`src/rtl/ir_cmd_scheduler.sv`:
```
`timescale 1ns/1ps
// ir_cmd_scheduler
//   Takes decoded NEC frames from the IR receiver, validates them, maps the key to a
//   3-bit command, suppresses auto-repeat of the same key, queues accepted commands and
//   hands them one at a time to the UART/JSON sender over valid/ready, with an idle gap
//   after each transfer.
//
// Ports
//   clk, rst        clock, synchronous active-high reset
//   data_ready      frame-valid level from IR receiver (rising edge = new frame)
//   ir_data[31:0]   frame: [31:24]=~key, [23:16]=key, [15:0]=address
//   cmd_valid/ready command handshake towards the sender, cmd_code = offered command
//   state_control   last command transferred, toggle inverts on every transfer
//   fifo_level      queued entries, drop_count saturating drop counter
//   frame_err       1-cycle pulse for a frame that fails validation
//
// Build option
//   IR_ADDR_FILTER_EN: reject frames whose address differs from CUSTOM_CODE.
module ir_cmd_scheduler #(
  parameter int unsigned FIFO_DEPTH     = 4,
  parameter int unsigned HOLDOFF_CYCLES = 25_000_000,
  parameter int unsigned GAP_CYCLES     = 50_000,
  parameter logic [15:0] CUSTOM_CODE    = 16'h6B86
) (
  input  logic        clk,
  input  logic        rst,
  input  logic        data_ready,
  input  logic [31:0] ir_data,
  output logic        cmd_valid,
  input  logic        cmd_ready,
  output logic [2:0]  cmd_code,
  output logic [2:0]  state_control,
  output logic        toggle,
  output logic [2:0]  fifo_level,
  output logic [7:0]  drop_count,
  output logic        frame_err
);

  localparam int unsigned AW = (FIFO_DEPTH > 1) ? $clog2(FIFO_DEPTH) : 1;
  localparam int unsigned HW = (HOLDOFF_CYCLES > 1) ? $clog2(HOLDOFF_CYCLES + 1) : 1;
  localparam int unsigned GW = (GAP_CYCLES > 1) ? $clog2(GAP_CYCLES) : 1;

  typedef enum logic [1:0] {StIdle, StOffer, StGap} state_e;

  state_e        state_q, state_d;
  logic          dr_q;
  logic [7:0]    last_key_q, last_key_d;
  logic          last_vld_q, last_vld_d;
  logic [HW-1:0] holdoff_q, holdoff_d;
  logic [2:0]    mem_q [FIFO_DEPTH];
  logic [AW-1:0] wr_ptr_q, wr_ptr_d, rd_ptr_q, rd_ptr_d;
  logic [AW:0]   level_q, level_d;
  logic [7:0]    drop_q, drop_d;
  logic          frame_err_q, frame_err_d;
  logic [2:0]    cmd_code_q, cmd_code_d;
  logic [2:0]    state_ctl_q, state_ctl_d;
  logic          toggle_q, toggle_d;
  logic [GW-1:0] gap_cnt_q, gap_cnt_d;

  logic       frame_edge, addr_bad, frame_bad, repeat_hit, accept;
  logic       fifo_full, push, pop, drop;
  logic [7:0] key;

  assign key        = ir_data[23:16];
  assign frame_edge = data_ready & ~dr_q;

`ifdef IR_ADDR_FILTER_EN
  assign addr_bad = (ir_data[15:0] != CUSTOM_CODE);
`else
  logic unused_addr;
  assign addr_bad    = 1'b0;
  assign unused_addr = ^{ir_data[15:0], CUSTOM_CODE};
`endif

  assign frame_bad  = addr_bad | (ir_data[31:24] != ~key) | (key > 8'h07);
  assign repeat_hit = last_vld_q && (key == last_key_q) && (holdoff_q != '0);
  assign accept     = frame_edge & ~frame_bad & ~repeat_hit;
  // Fullness is judged at the start of the cycle; a same-cycle pop does not make room.
  assign fifo_full  = (level_q == (AW + 1)'(FIFO_DEPTH));
  assign push       = accept & ~fifo_full;
  assign drop       = frame_edge & (frame_bad | (accept & fifo_full));
  assign pop        = (state_q == StOffer) & cmd_ready;

  // Front end: validation, repeat filter, FIFO bookkeeping, drop counter.
  always_comb begin
    last_key_d  = last_key_q;
    last_vld_d  = last_vld_q;
    holdoff_d   = (holdoff_q != '0) ? holdoff_q - HW'(1) : holdoff_q;
    wr_ptr_d    = push ? wr_ptr_q + AW'(1) : wr_ptr_q;
    rd_ptr_d    = pop ? rd_ptr_q + AW'(1) : rd_ptr_q;
    level_d     = level_q;
    drop_d      = (drop && drop_q != 8'hFF) ? drop_q + 8'd1 : drop_q;
    frame_err_d = frame_edge & frame_bad;
    if (accept) begin
      last_key_d = key;
      last_vld_d = 1'b1;
      holdoff_d  = HW'(HOLDOFF_CYCLES);
    end
    unique case ({push, pop})
      2'b10:   level_d = level_q + (AW + 1)'(1);
      2'b01:   level_d = level_q - (AW + 1)'(1);
      default: level_d = level_q;
    endcase
  end

  // Dispatch FSM: next state.
  always_comb begin
    state_d = state_q;
    unique case (state_q)
      StIdle:  if (level_q != '0) state_d = StOffer;
      StOffer: if (cmd_ready) state_d = (GAP_CYCLES == 0) ? StIdle : StGap;
      StGap:   if (gap_cnt_q == '0) state_d = StIdle;
      default: state_d = StIdle;
    endcase
  end

  // Dispatch datapath.
  always_comb begin
    cmd_code_d  = cmd_code_q;
    state_ctl_d = state_ctl_q;
    toggle_d    = toggle_q;
    gap_cnt_d   = gap_cnt_q;
    unique case (state_q)
      StIdle: if (level_q != '0) cmd_code_d = mem_q[rd_ptr_q];
      StOffer: begin
        if (cmd_ready) begin
          state_ctl_d = cmd_code_q;
          toggle_d    = ~toggle_q;
          gap_cnt_d   = (GAP_CYCLES == 0) ? '0 : GW'(GAP_CYCLES - 1);
        end
      end
      StGap:   if (gap_cnt_q != '0) gap_cnt_d = gap_cnt_q - GW'(1);
      default: ;
    endcase
  end

  // Dispatch FSM: outputs.
  always_comb begin
    cmd_valid = (state_q == StOffer);
  end

  always_ff @(posedge clk) begin
    if (rst) begin
      // Track the live level so a frame rising during reset is not seen as an edge after.
      dr_q        <= data_ready;
      state_q     <= StIdle;
      last_key_q  <= '0;
      last_vld_q  <= 1'b0;
      holdoff_q   <= '0;
      wr_ptr_q    <= '0;
      rd_ptr_q    <= '0;
      level_q     <= '0;
      drop_q      <= '0;
      frame_err_q <= 1'b0;
      cmd_code_q  <= '0;
      state_ctl_q <= '0;
      toggle_q    <= 1'b0;
      gap_cnt_q   <= '0;
    end else begin
      dr_q        <= data_ready;
      state_q     <= state_d;
      last_key_q  <= last_key_d;
      last_vld_q  <= last_vld_d;
      holdoff_q   <= holdoff_d;
      wr_ptr_q    <= wr_ptr_d;
      rd_ptr_q    <= rd_ptr_d;
      level_q     <= level_d;
      drop_q      <= drop_d;
      frame_err_q <= frame_err_d;
      cmd_code_q  <= cmd_code_d;
      state_ctl_q <= state_ctl_d;
      toggle_q    <= toggle_d;
      gap_cnt_q   <= gap_cnt_d;
    end
  end

  // Queue storage needs no reset; the pointers define what is valid.
  always_ff @(posedge clk) begin
    if (!rst && push) mem_q[wr_ptr_q] <= key[2:0];
  end

  assign cmd_code      = cmd_code_q;
  assign state_control = state_ctl_q;
  assign toggle        = toggle_q;
  assign fifo_level    = 3'(level_q);
  assign drop_count    = drop_q;
  assign frame_err     = frame_err_q;

endmodule

```
`config.mk`:
```
export PLATFORM = sky130hd
export DESIGN_NAME = ir_cmd_scheduler
export DESIGN_NICKNAME = d
export VERILOG_FILES = /design/src/rtl/ir_cmd_scheduler.sv
export SDC_FILE = /design/constraint.sdc
export NUM_CORES = 1
export LEC_CHECK = 0
export CAP_MARGIN = 20
export CORE_UTILIZATION = 51
export DETAILED_ROUTE_END_ITERATION = 10
export PLACE_DENSITY = 0.75
export SYNTH_ARGS = -nofsm -noshare
export SYNTH_HDL_FRONTEND = slang
export SYNTH_SLANG_ARGS = --single-unit
```
`constraint.sdc`:
```
create_clock -name clk -period 3.25 [get_ports clk]
set_input_delay 0.325 -clock clk [delete_from_list [all_inputs] [get_ports clk]]
set_output_delay 0.325 -clock clk [all_outputs]
set_load 0.02 [all_outputs]
```
==> After elaboration in Yosys (flattened, before gate mapping) <==
Memory sizes are Yosys's and may differ from the RTL's. A register that Yosys moved wholly into a read port is not among the register bits.
Cells that the tools add are included.
{ "word_totals": {"regBits": 73, "latchBits": 0, "mem_bits_rw": 12, "mem_bits_ro": 0, "in_bits": 36, "out_inout_bits": 20, "elab_cells": 81, "memories": 1} }
{ "memory_table": {"columns": ["memory", "words", "width", "rd", "rd_ports_with_merged_regs", "write_ports", "line_no", "text"], "rows": [
  ["mem_q", 4, 3, 1, 1, 1, "50", "logic [2:0] mem_q [FIFO_DEPTH];"]
]} }
{ "op_classes": {"add_sub_neg": 7, "multipliers": 0, "div": 0, "magnitude_cmp": 1, "n_eq_ne": 12, "shifts": 0, "muxes": 12, "bitwise_logic": 16, "n_reduce_logical": 18} }
{ "op_table": {"columns": ["operator", "n"], "rows": [
  ["two-way mux 25 bit", 2],
  ["two-way mux 16 bit", 2],
  ["one-hot mux 16 bit (2 select lines)", 1],
  ["nonzero test 25 bit", 1],
  ["subtractor 25 x 1 -> 25 bit, second input constant", 1],
  ["zero test 16 bit", 1],
  ["nonzero test 16 bit", 1],
  ["subtractor 16 x 1 -> 16 bit, second input constant", 1],
  ["adder 8 x 1 -> 8 bit, second input constant", 1],
  ["bitwise AND 1 bit", 8],
  ["== test 8 bit", 1],
  ["> comparator 8 x 3 -> 1 bit, second input constant", 1],
  ["inequality test 8 bit", 1],
  ["inequality test 8 bit, second input constant", 1],
  ["NOT 8 bit", 1],
  ["two-way mux 2 bit", 3],
  ["inequality test 2 bit, second input constant", 3],
  ["one-hot mux 2 bit (3 select lines)", 1],
  ["one-hot mux 3 bit (2 select lines)", 1],
  ["AND reduction 3 bit", 2],
  ["nonzero test 2 bit", 3],
  ["NOT 1 bit", 5],
  ["adder 2 x 1 -> 2 bit, second input constant", 2],
  ["== test 2 x 1 -> 1 bit, second input constant", 2],
  ["13 further kinds", 20]
]} }

==> Longest topological paths before layout <==
{ "logic_depth": {"ltp_word": 10, "depth_mapped": 12, "mapped_depth_nobuf": 12} }

==> Worst setup path after synthesis <==
Ideal clock, no wire load.
{ "synth_timing": {"kind": "register to register", "from": "reg holdoff_q[0]", "to": "reg level_q[2], in the netlist fifo_level[2]", "setup_ns": 0.070, "t_arrival_ns": 2.511, "t_required_ns": 3.180, "setup_slack_ns": 0.669, "stages_incl_launch_ff": 13, "path_buffers": 0, "path_cell_list": "dfxtp_1 > inv_1 > ha_1 > nor4b_1 > nand4_2 > o2111ai_4 > nand3_1 > ha_1 > inv_1 > fa_1 > xor2_1 > or3_1 > a21oi_1"} }
{ "synth_via": {"elab_chain_cells": 7, "word_cells_on_any_way": 9} }
{ "synth_lines": {"columns": ["element", "line_no", "text"], "rows": [
  ["start: declaration", "49", "logic [HW-1:0] holdoff_q, holdoff_d;"],
  ["start signal: assignment", "164", "holdoff_q <= holdoff_d;"],
  ["nonzero test 25 bit (*)", "76", "assign repeat_hit = last_vld_q && (key == last_key_q) && (holdoff_q != '0);"],
  ["logical AND 1 bit (*)", "76", null],
  ["NOT 1 bit (*)", "77", "assign accept = frame_edge & ~frame_bad & ~repeat_hit;"],
  ["bitwise AND 1 bit (*)", "77", null],
  ["bitwise AND 1 bit (*)", "80", "assign push = accept & ~fifo_full;"],
  ["== test 2 x 1 -> 1 bit or == test 2 bit (tied branches)", "99", "unique case ({push, pop})"],
  ["one-hot mux 3 bit (2 select lines) or nonzero test 2 bit (tied branches)", null, null],
  ["end signal: assignment", "167", "level_q <= level_d;"],
  ["end: declaration", "52", "logic [AW:0] level_q, level_d;"]
]} }
Mark *: on every way between the ends. The rest lies on a longest branch, timed or not.
A chain may end at the register's enable or synchronous reset.

==> Worst setup path after layout <==
Ends and elaborated chain as after synthesis.

==> results.md <==
- Top-count cell post-synth: dfxtp_1
- Sw Ratio: 34.1%
- Longest Clk Path Bufs: 2
- PortBufs: 39
- Syn Area/Cell: 9.57 um2
- H-tree Lvls: 3
- Placed Cells: 552
- Worst hold path type: in2reg
- Top_reg_cell synth: dfxtp_1
- Initial core utilization: 54.0%
- GRT overflow: 0
- DPL Wire Length: 5620 um
- Total power: 3.14 mW
- Power share of the clock group: 26.2%
- Synth area leader: dfxtp_1
- WP data arrival: 3120 ps
- Cell Count, Final, Fillers Out: 568
- Syn_nets: 464
- Total GRT Usage: 19.8%
- Setup crit start kind: flop
- Ratio of final minimum period to clock period: 87.3%
- Drt drc: 0
- DR top layer: met4
- Reg clk slew, reported paths: 90 ps
- Ys async rst share: 0%
- CTS tree: yes
- Rows: 31
- Final Slew Violations: 0
- Int Power: 2.07 mW
- # hold bufs at CTS: 0
- Ratio of cells with drive above 1 in the final layout: 7.89%
- Number of max-cap violations: 0
- Final nets: 510
- Met2 wire length: 3710 um
- Fmax: 352 MHz
- Slew @ Worst Pin: 690 ps
- Wirelength per Cell: 13.7 um
- Vias in the first global route: 2,964
- Commonest cells post-synth: dfxtp_1 (76), nor2_1 (49), a21oi_1 (38)
- DRT iter0 DRCs: 106
- Worst slew margin: 53.8%
- Final setup fails: 0
- Setup WS pre-CTS: 163 ps
- Clk Latency, worst-skew pair: 350 ps
- PostCTS Resize Cnt: 0
- Initial DRT Pass Iterations: 4
- Unique masters post-synth: 50
- Die X: 90.6 um
- Ports: 56
- Full die area: 8200 um2
- Synth top area share: 38.0%
- Synth Warn #: 0
- Fin. Hold Viols: 0
- Sequential Power Share: 43.1%
- M1 WL: 3610 um
- Synth-to-layout area growth: 18.3%
- Post-synth EDFFs: 12
- Worst Path Max Fanout: 7
- WL final: 7760 um
- Gate power share: 30.7%
- Seq/Total Area, Yosys: 47.1%
- Fin worst setup slack: 413 ps
- Vias: 3,130
- NetSw: 1.07 mW
- Leak pwr: 1.74 nW
- Largest net degree at the start of global routing: 25
- Global-route wire length before repair: 13,300 um
- Register bit count reported by yosys: 88
- Ant. Diodes: 0
- Endpoint type of the worst setup path: flop
- Clock Sinks: 88
- Met3 wire len: 284 um
- CTS Root Cell: clkbuf_8
- Skew final: 10.3 ps
- VDD IR max: 333 uV
- Status: complete, no violations
- Mapped cell area: 4000 um2
- Synth area leaders: dfxtp_1 (38%), edfxtp_1 (9.0%), xor2_1 (6.1%), a21oi_1 (4.8%), nor2_1 (4.6%)
- CTS Buf Count: 9
- Global placement routability congestion: 0.775
- Fillers: 597
- Core area: 7410 um2
- Setup Buffers After CTS: 0
- Synthesized netlist cell count: 418
- Crit Path Category: reg2reg
- Pwr Density: 663 nW/um2
- Req. time, crit path: 3540 ps
- Min Tclk post-route: 2840 ps
- RSZ-0062 raised after global routing: false
- Vias per Instance: 5.51
- Post-route ant nets: 0
- Chip height: 90.6 um
- Setup TNS: 0 ps
- Initial antenna violation count: 0
==> routing by layer <==
metal	global-route usage (%)	up-vias
met5	0	-
met4	9.01	0
met3	3.11	13
met2	32.3	78
met1	25.7	1470
li1	-	1569
==> final timing paths <==
kind / startpoint / end / slack (ps) / cells after the start
max: holdoff_q[0]$_SDFFE_PP0P_ / fifo_level[2]$_SDFFE_PP0P_ / 410 / 12
max reg2reg: holdoff_q[0]$_SDFFE_PP0P_ / fifo_level[2]$_SDFFE_PP0P_ / 410 / 12
min reg2reg: state_control[2]$_SDFFE_PP0P_ / state_control[2]$_SDFFE_PP0P_ / 460 / 2
min: rst / drop_count[1]$_SDFFE_PP0P_ / 390 / 2
==> registers in the layout (all words and copies together), names as in the netlist, 2 cells and up <==
name	count
fifo_level	3
mem_q	12
cmd_code	3
holdoff_q	25
state_control	3
rd_ptr_q	2
wr_ptr_q	2
drop_count	8
gap_cnt_q	16
last_key_q	8
state_q	2
==> kinds of logic after synthesis <==
group	Yosys count	synth area share [%]
simple gates	167	22.3
flops	88	47.1
compound gates	68	10.4
xor+xnor	47	10.3
buf+inv	27	2.94
mux	11	3.69
fa+ha+maj	10	3.32
==> stage by stage <==
stage	cell area [um2]	hold WS (ps)	util (%)
detailed placement	4510	450	60.9
finish	4730	394	63.8
global placement	4510	443	60.9
global route	4730	436	63.8
CTS	4730	395	63.8
floorplan	4000	353	-
==> cells in the final DEF, fill, tap and decap left out, types with 6 or more instances in the layout <==
| master | instances |
|---|---|
| or3_1 | 12 |
| nor2_1 | 49 |
| and2_1 | 9 |
| nor4_1 | 11 |
| inv_1 | 13 |
| xnor2_1 | 19 |
| a21oi_1 | 38 |
| clkdlybuf4s50_1 | 38 |
| dfxtp_1 | 76 |
| edfxtp_1 | 12 |
| xor2_1 | 28 |
| and3_1 | 6 |
| buf_4 | 9 |
| ha_1 | 9 |
| nand3_1 | 14 |
| o21ai_0 | 10 |
| nor3_1 | 19 |
| nand2_1 | 20 |
| clkbuf_8 | 9 |
| mux2i_1 | 8 |
==> power groups by stage <==
stage                     Combinational, mW  Clock [mW]  Sequential (mW)
after detailed placement              0.957           0             1.37
after global routing                   1.08       0.879             1.37
after CTS                             0.969       0.834             1.35
final                                 0.963       0.821             1.35
after global placement                0.926           0             1.36
after floorplan                       0.769           0             1.35
==> final cells by class <==
class / count / area (um2) / area share, %
Timing Repair Buffer: 48 / 453 / 9.58
Multi-Input combinational cell: 303 / 2000 / 42.3
Tap cell: 99 / 124 / 2.62
Clock inverter: 7 / 95.1 / 2.01
Inverter: 14 / 52.6 / 1.11
Sequential cell: 88 / 1880 / 39.8
Clock buffer: 9 / 124 / 2.62
==> worst max-delay path, cell delays in order, from the launching register on <==
cell and delay, ps:
dfxtp_1 340, inv_1 110, ha_1 180, nor4b_1 340, nand4_2 290, o2111ai_4 270, nand3_1 190, ha_1 290
inv_1 70, fa_1 170, xor2_1 80, or3_1 300, a21oi_1 130
Power figures use the tool's default switching activity.
